**config.mk**
```make
export PLATFORM = sky130hd
export DESIGN_NAME = wifi_frame_uart_tx
export DESIGN_NICKNAME = d
export VERILOG_FILES = /design/src/rtl/wifi_frame_pkg.sv /design/src/rtl/uart_tx_byte.sv /design/src/rtl/wifi_frame_uart_tx.sv
export SDC_FILE = /design/constraint.sdc
export NUM_CORES = 1
export LEC_CHECK = 0
export ABC_AREA = 1
export CAP_MARGIN = 20
export CORE_UTILIZATION = 45
export DETAILED_ROUTE_END_ITERATION = 8
export PLACE_DENSITY = 0.68
export SETUP_SLACK_MARGIN = 0.3
export SLEW_MARGIN = 40
export SYNTH_ARGS = -nofsm -noshare
export SYNTH_HDL_FRONTEND = slang
export SYNTH_HIERARCHICAL = 1
export SYNTH_SLANG_ARGS = --single-unit
```
**constraint.sdc**
```tcl
create_clock -name clk -period 1.85 [get_ports clk]
set_input_delay 0.37 -clock clk [delete_from_list [all_inputs] [get_ports clk]]
set_output_delay 0.37 -clock clk [all_outputs]
set_load 0.02 [all_outputs]
```
**src/rtl/wifi_frame_pkg.sv**
```systemverilog
// Package: wifi_frame_pkg
// Purpose: Shared constants and types for the WiFi frame UART transmitter:
//          default SOF/EOF bytes, the byte-level UART state encoding, the
//          frame byte indices and the number of bytes per frame.
// Configuration: WIFI_FRAME_CHECKSUM_EN adds a checksum byte (NBYTES=5);
//                otherwise frames are 4 bytes.
package wifi_frame_pkg;

    localparam logic [7:0] SOF_DEFAULT = 8'h7E;
    localparam logic [7:0] EOF_DEFAULT = 8'h0A;

    typedef enum logic [1:0] {
        IDLE  = 2'd0,
        START = 2'd1,
        DATA  = 2'd2,
        STOP  = 2'd3
    } tx_state_e;

    localparam logic [2:0] IDX_SOF  = 3'd0;
    localparam logic [2:0] IDX_CMD  = 3'd1;
    localparam logic [2:0] IDX_DATA = 3'd2;

`ifdef WIFI_FRAME_CHECKSUM_EN
    localparam logic [2:0] IDX_CHK  = 3'd3;
    localparam logic [2:0] IDX_EOF  = 3'd4;
    localparam int         NBYTES   = 5;
`else
    localparam logic [2:0] IDX_EOF  = 3'd3;
    localparam int         NBYTES   = 4;
`endif

endpackage

```
**src/rtl/uart_tx_byte.sv**
```systemverilog
// Module: uart_tx_byte
// Purpose: Sends one byte as UART 8N1 (start 0, 8 data bits LSB first,
//          stop 1), each bit held BAUD_DIV clocks.
// Ports:
//   clk       in   system clock
//   rst       in   synchronous active-high reset
//   load      in   start a byte; honoured in IDLE or on the last stop-bit clock
//   byte_in   in   byte to send, captured when load is honoured
//   tx        out  serial line, idle high
//   byte_done out  high on the last clock of the stop bit
//
// state | meaning
// IDLE  | line high, waiting for load
// START | driving start bit (0)
// DATA  | driving data bit bit_cnt (0..7), LSB first
// STOP  | driving stop bit (1); a load here chains the next byte gap-free
module uart_tx_byte
    import wifi_frame_pkg::*;
#(
    parameter int BAUD_DIV = 4
) (
    input  logic       clk,
    input  logic       rst,
    input  logic       load,
    input  logic [7:0] byte_in,
    output logic       tx,
    output logic       byte_done
);

    localparam int                CNT_W     = (BAUD_DIV > 2) ? $clog2(BAUD_DIV) : 1;
    localparam logic [CNT_W-1:0]  BAUD_LAST = CNT_W'(BAUD_DIV - 1);

    tx_state_e        state_q, state_d;
    logic [CNT_W-1:0] baud_cnt_q, baud_cnt_d;
    logic [2:0]       bit_cnt_q, bit_cnt_d;
    logic [7:0]       shift_q, shift_d;
    logic             bit_end;

    assign bit_end   = (baud_cnt_q == BAUD_LAST);
    assign byte_done = (state_q == STOP) && bit_end;

    always_comb begin
        state_d    = state_q;
        bit_cnt_d  = bit_cnt_q;
        shift_d    = shift_q;
        baud_cnt_d = (bit_end || state_q == IDLE) ? '0 : baud_cnt_q + CNT_W'(1);
        tx         = 1'b1;

        case (state_q)
            IDLE: begin
                if (load) begin
                    state_d = START;
                    shift_d = byte_in;
                end
            end
            START: begin
                tx = 1'b0;
                if (bit_end) begin
                    state_d   = DATA;
                    bit_cnt_d = 3'd0;
                end
            end
            DATA: begin
                tx = shift_q[0];
                if (bit_end) begin
                    shift_d   = {1'b0, shift_q[7:1]};
                    bit_cnt_d = bit_cnt_q + 3'd1;
                    if (bit_cnt_q == 3'd7) begin
                        state_d = STOP;
                    end
                end
            end
            STOP: begin
                if (bit_end) begin
                    if (load) begin
                        state_d = START;
                        shift_d = byte_in;
                    end else begin
                        state_d = IDLE;
                    end
                end
            end
            default: state_d = IDLE;
        endcase
    end

    always_ff @(posedge clk) begin
        if (rst) begin
            state_q    <= IDLE;
            baud_cnt_q <= '0;
            bit_cnt_q  <= '0;
            shift_q    <= '0;
        end else begin
            state_q    <= state_d;
            baud_cnt_q <= baud_cnt_d;
            bit_cnt_q  <= bit_cnt_d;
            shift_q    <= shift_d;
        end
    end

endmodule

```
**src/rtl/wifi_frame_uart_tx.sv**
```systemverilog
// Module: wifi_frame_uart_tx
// Purpose: Frames a command/data pair as SOF, CMD, DATA, [CHK], EOF and
//          sends it over UART 8N1 to the WiFi module.
// Ports:
//   clk      in   system clock
//   rst      in   synchronous active-high reset
//   datos    in   payload data byte
//   comando  in   command byte
//   init     in   start request (level, accepted when not busy)
//   tx       out  UART line, idle high
//   bussy    out  high while a frame is in flight
//   done     out  one-cycle pulse after the last EOF stop-bit clock
// Configuration: WIFI_FRAME_CHECKSUM_EN inserts CHK = comando ^ datos
//                between DATA and EOF.
module wifi_frame_uart_tx
    import wifi_frame_pkg::*;
#(
    parameter int         CLK_HZ   = 50_000_000,
    parameter int         BAUD     = 115200,
    parameter int         BAUD_DIV = CLK_HZ / BAUD,
    parameter logic [7:0] SOF      = SOF_DEFAULT,
    parameter logic [7:0] EOF      = EOF_DEFAULT
) (
    input  logic       clk,
    input  logic       rst,
    input  logic [7:0] datos,
    input  logic [7:0] comando,
    input  logic       init,
    output logic       tx,
    output logic       bussy,
    output logic       done
);

    if (BAUD_DIV < 2) begin : g_bad_baud_div
        $error("wifi_frame_uart_tx: BAUD_DIV must be >= 2");
    end

    logic [7:0] cmd_q, cmd_d;
    logic [7:0] dat_q, dat_d;
    logic [2:0] byte_idx_q, byte_idx_d;
    logic       bussy_q, bussy_d;
    logic       done_q, done_d;

    logic       accept;
    logic       more;
    logic       last;
    logic       load;
    logic       byte_done;
    logic [2:0] next_idx;
    logic [7:0] byte_sel;

    assign accept = init && !bussy_q;
    assign more   = byte_done && (byte_idx_q < 3'(NBYTES - 1));
    assign last   = byte_done && !more;
    assign load   = accept || more;

    // SOF is a constant, so selecting it on the accept edge does not need
    // the shadow registers that are only being written on that same edge.
    always_comb begin
        next_idx = accept ? IDX_SOF : byte_idx_q + 3'd1;
        case (next_idx)
            IDX_SOF:  byte_sel = SOF;
            IDX_CMD:  byte_sel = cmd_q;
            IDX_DATA: byte_sel = dat_q;
`ifdef WIFI_FRAME_CHECKSUM_EN
            IDX_CHK:  byte_sel = cmd_q ^ dat_q;
`endif
            IDX_EOF:  byte_sel = EOF;
            default:  byte_sel = EOF;
        endcase
    end

    always_comb begin
        cmd_d      = cmd_q;
        dat_d      = dat_q;
        byte_idx_d = byte_idx_q;
        bussy_d    = bussy_q;
        done_d     = 1'b0;

        if (accept) begin
            cmd_d      = comando;
            dat_d      = datos;
            byte_idx_d = IDX_SOF;
            bussy_d    = 1'b1;
        end else if (more) begin
            byte_idx_d = byte_idx_q + 3'd1;
        end else if (last) begin
            byte_idx_d = IDX_SOF;
            bussy_d    = 1'b0;
            done_d     = 1'b1;
        end
    end

    always_ff @(posedge clk) begin
        if (rst) begin
            cmd_q      <= '0;
            dat_q      <= '0;
            byte_idx_q <= '0;
            bussy_q    <= 1'b0;
            done_q     <= 1'b0;
        end else begin
            cmd_q      <= cmd_d;
            dat_q      <= dat_d;
            byte_idx_q <= byte_idx_d;
            bussy_q    <= bussy_d;
            done_q     <= done_d;
        end
    end

    uart_tx_byte #(
        .BAUD_DIV (BAUD_DIV)
    ) u_byte (
        .clk       (clk),
        .rst       (rst),
        .load      (load),
        .byte_in   (byte_sel),
        .tx        (tx),
        .byte_done (byte_done)
    );

    assign bussy = bussy_q;
    assign done  = done_q;

endmodule

```
==> metrics.txt <==
# TYPE chip_impl_metric gauge
chip_impl_metric{name="ys_ff_latch",unit=""} 43
chip_impl_metric{name="drive_gt1_share",unit="%"} 27.2
chip_impl_metric{name="period_needed",unit="ns"} 1.78
chip_impl_metric{name="place_inst",unit=""} 389
chip_impl_metric{name="p_int",unit="mW"} 1.97
chip_impl_metric{name="number_of_enable_type_register_cells_in_the_synthesized_netlist",unit=""} 0
chip_impl_metric{name="static-leakage-power",unit="nW"} 1.20
chip_impl_info{name="synth.most_common_cell",value="nor2_1"} 1
chip_impl_metric{name="number_of_antenna_violations_at_the_first_check_in_global_routing",unit=""} 0
chip_impl_metric{name="worstSkewPairLatency",unit="ns"} 0.30
chip_impl_metric{name="synthCells",unit=""} 294
chip_impl_metric{name="drt-pass1-iter-count",unit=""} 4
chip_impl_metric{name="post-layout-total-power",unit="mW"} 3.07
chip_impl_info{name="cp-end-kind",value="flip-flop"} 1
chip_impl_metric{name="worst_pin_slew",unit="ns"} 0.351
chip_impl_metric{name="utilization",unit="%"} 62.1
chip_impl_metric{name="std_cell_rows",unit=""} 25
chip_impl_metric{name="hold_buf_cts",unit=""} 0
chip_impl_metric{name="clkSinkCount",unit=""} 43
chip_impl_metric{name="relSlewSlack",unit="%"} 76.4
chip_impl_metric{name="post-route-period-util",unit="%"} 96.2
chip_impl_metric{name="cts.reportedPaths.clkPinSlew",unit="ns"} 0.08
chip_impl_metric{name="timing_max_transition_violations_final",unit=""} 0
chip_impl_metric{name="grt_start_max_net_pins",unit=""} 19
chip_impl_metric{name="ys_warn_count",unit=""} 6
chip_impl_metric{name="ys_seq_area_share",unit="%"} 38.8
chip_impl_metric{name="power.density",unit="mW/mm²"} 1050
chip_impl_metric{name="detailedPlace.worstSlack",unit="ns"} -0.0207
chip_impl_metric{name="p_seq_share",unit="%"} 37.2
chip_impl_metric{name="finClkSkew",unit="ns"} 0.00535
chip_impl_metric{name="design.core.area",unit="mm²"} 0.00472
chip_impl_metric{name="layout.nets",unit=""} 371
chip_impl_metric{name="detailedPlacementHpwl",unit="mm"} 3.18
chip_impl_metric{name="routed_via_density",unit=""} 4.94
chip_impl_metric{name="yosys.area.top_type_share",unit="%"} 38.8
chip_impl_metric{name="p_r_area_growth_vs_syn",unit="%"} 32.1
chip_impl_info{name="clock_tree.root_cell",value="clkbuf_8"} 1
chip_impl_info{name="dominantRegCellSynth",value="dfxtp_1"} 1
chip_impl_info{name="grt_setup_unrepaired",value="yes"} 1
chip_impl_metric{name="place.gp.congestion",unit=""} 0.884
chip_impl_metric{name="dr_total_vias",unit=""} 2019
chip_impl_metric{name="cts_made_buffers",unit=""} 5
chip_impl_metric{name="aggregate_global_routing_overflow",unit=""} 0
chip_impl_metric{name="achievable-frequency",unit="MHz"} 562
chip_impl_info{name="worstHoldPathType",value="flip-flop to flip-flop"} 1
chip_impl_metric{name="die_width",unit="µm"} 72.3
chip_impl_metric{name="antenna_cells_inserted",unit=""} 0
chip_impl_metric{name="final.setup.worst_slack",unit="ns"} 0.0705
chip_impl_metric{name="ctsHtreeMaxLevel",unit=""} 2
chip_impl_info{name="post_synth_main_area_contributors",value="dfxtp_1 (39%), nor2_1 (8.6%), nand3_1 (8.6%)"} 1
chip_impl_metric{name="cts.path.max_buffers",unit=""} 2
chip_impl_metric{name="proportion_of_synthesized_flip_flops_having_asynchronous_set_or_reset",unit="%"} 0
chip_impl_metric{name="final_cells",unit=""} 409
chip_impl_metric{name="floorplan.die_area",unit="mm²"} 0.00522
chip_impl_metric{name="wire_length_of_the_first_global_routing_pass",unit="mm"} 7.67
chip_impl_metric{name="worst-r2r-setup-slack",unit="ns"} 0.07
chip_impl_metric{name="routed_wl",unit="mm"} 4.66
chip_impl_metric{name="routed_wire_length_per_instance",unit="µm"} 11.4
chip_impl_metric{name="syn_nets",unit=""} 323
chip_impl_metric{name="drt_first_iter_violations",unit=""} 76
chip_impl_metric{name="nFillCells",unit=""} 427
chip_impl_metric{name="pin_count",unit=""} 22
chip_impl_metric{name="maxCapViolations",unit=""} 0
chip_impl_metric{name="power.clock.fraction",unit="%"} 20.1
chip_impl_metric{name="io_port_bufs",unit=""} 21
chip_impl_metric{name="power.ir.vdd_worst",unit="µV"} 493
chip_impl_info{name="status",value="complete, no violations"} 1
chip_impl_metric{name="hold_viol",unit=""} 0
chip_impl_info{name="synth_area_leader_cell",value="dfxtp_1"} 1
chip_impl_info{name="clock_tree_from_tritoncts",value="yes"} 1
chip_impl_metric{name="detail-route-antenna-nets",unit=""} 0
chip_impl_metric{name="netlist_area_before_placement",unit="mm²"} 0.00222
chip_impl_metric{name="cp_max_fo",unit=""} 8
chip_impl_info{name="worstSetupStartpointType",value="flip-flop"} 1
chip_impl_metric{name="switching_power",unit="mW"} 1.10
chip_impl_metric{name="post_synth_num_cell_types",unit=""} 30
chip_impl_metric{name="finalSetupViolations",unit=""} 0
chip_impl_metric{name="fin_worst_hold_slack",unit="ns"} 0.472
chip_impl_metric{name="timing.critical_path.required",unit="ns"} 2.05
chip_impl_metric{name="grtUsageTotal",unit="%"} 18.7
chip_impl_info{name="netlist_top_cells_count",value="nor2_1 (51), nand2_1 (50), dfxtp_1 (43)"} 1
chip_impl_metric{name="first_global_vias",unit=""} 1798
chip_impl_metric{name="crit_arrival",unit="ns"} 1.98
chip_impl_metric{name="route.detailed.drc",unit=""} 0
chip_impl_metric{name="initial_utilization",unit="%"} 47.0
chip_impl_metric{name="pwr-share-comb",unit="%"} 42.6
chip_impl_info{name="critical_path_class",value="flip-flop to flip-flop"} 1
chip_impl_metric{name="switching_share_of_power",unit="%"} 35.8
chip_impl_metric{name="die_y",unit="µm"} 72.3
chip_impl_metric{name="syn_area_per_cell",unit="µm²"} 7.55
-- power groups by stage --
stage               clock network, mW  logic (mW)  registers (mW)
finish                          0.619        1.31            1.14
floorplan                           0       0.741            1.15
detailed placement                  0       0.992            1.16
global route                    0.676        1.44            1.16
CTS                             0.639       0.995            1.13
global placement                    0       0.981            1.16
-- what timing repair did --
item                       CTS  global route
resized for setup            9            29
gates cloned                 0             1
setup endpoints to repair   13            14
setup buffers                4             8
pin swaps                    4            12
-- cell type report --
| cell class | count | area, µm² | area share [%] |
|---|---|---|---|
| clock buffer | 6 | 82.6 | 2.82 |
| clock inverter | 1 | 5.00 | 0.171 |
| inverter | 22 | 85.1 | 2.90 |
| multi-input combinational | 221 | 1340 | 45.8 |
| sequential | 43 | 868 | 29.6 |
| tap | 67 | 83.8 | 2.86 |
| timing repair buffer | 49 | 465 | 15.9 |
-- logic make-up after synthesis --
| group | synth area share [%] |
|---|---|
| simple gates | 32.5 |
| compound gates | 12.1 |
| flops | 38.8 |
| buf+inv | 7.49 |
| fa+ha+maj | 5.63 |
| mux | 3.16 |
| xor+xnor | 0.394 |
-- critical path, cell delays in order, from the launching register on --
cell       delay [ns]
dfxtp_2          0.33
inv_2            0.05
ha_4             0.13
nand2_4          0.04
nor2_4           0.11
nand2_4          0.07
nor2_4           0.11
inv_2            0.06
o21ai_4          0.14
inv_2            0.07
a21oi_4          0.19
clkbuf_16        0.19
nand3_2          0.08
nand2_1          0.07
nor2_1           0.04
-- path summary, 6_finish.rpt --
path | start | endpoint | cells past startpoint
setup / recovery | u_byte/baud_cnt_q[1] | u_byte/shift_q[0] | 14
hold / removal | u_byte/bit_cnt_q[2] | u_byte/bit_cnt_q[2] | 2
hold reg to reg | u_byte/bit_cnt_q[2] | u_byte/bit_cnt_q[2] | 2
setup reg to reg | u_byte/baud_cnt_q[1] | u_byte/shift_q[0] | 14
-- through the flow --
step	cell area, µm²	setup TNS (ns)
after floorplan	2260	0
after global placement	2610	-0.0256
after detailed placement	2610	-0.0619
after CTS	2720	0
after global routing	2930	-0.239
final	2930	0
-- cell usage in the layout, fill, tap and decap left out, types with 3 or more instances in the layout --
cell type / synthesis / layout
a21oi_1: 16 / 14
a21oi_2: 5 / 7
buf_4: 1 / 24
clkbuf_8: 0 / 6
clkdlybuf4s50_1: 0 / 18
dfxtp_1: 43 / 39
dfxtp_2: 0 / 3
ha_1: 10 / 5
ha_4: 0 / 5
inv_1: 17 / 11
inv_2: 3 / 9
mux2i_1: 7 / 7
nand2_1: 50 / 44
nand2_2: 5 / 9
nand2_4: 2 / 4
nand3_1: 38 / 32
nand3_2: 2 / 8
nor2_1: 51 / 50
nor2_4: 3 / 5
o21ai_0: 21 / 19
-- per-layer routing --
| layer | up-vias | part of all wire, % | global-route usage (%) |
|---|---|---|---|
| met2 | 28 | 48 | 30.8 |
| met1 | 926 | 47 | 23.7 |
| li1 | 1059 | - | - |
| met3 | 6 | 3.8 | 4.58 |
| met5 | - | 0 | 0 |
| met4 | 0 | 1.4 | 6.54 |
-- registers in the layout (all words and copies together) (netlist names) --
signal             flops
bussy                  1
byte_idx_q             3
cmd_q                  8
dat_q                  8
done                   1
u_byte/baud_cnt_q      9
u_byte/bit_cnt_q       3
u_byte/shift_q         8
u_byte/state_q         2
Note: power is estimated with default switching activity, not from simulation.
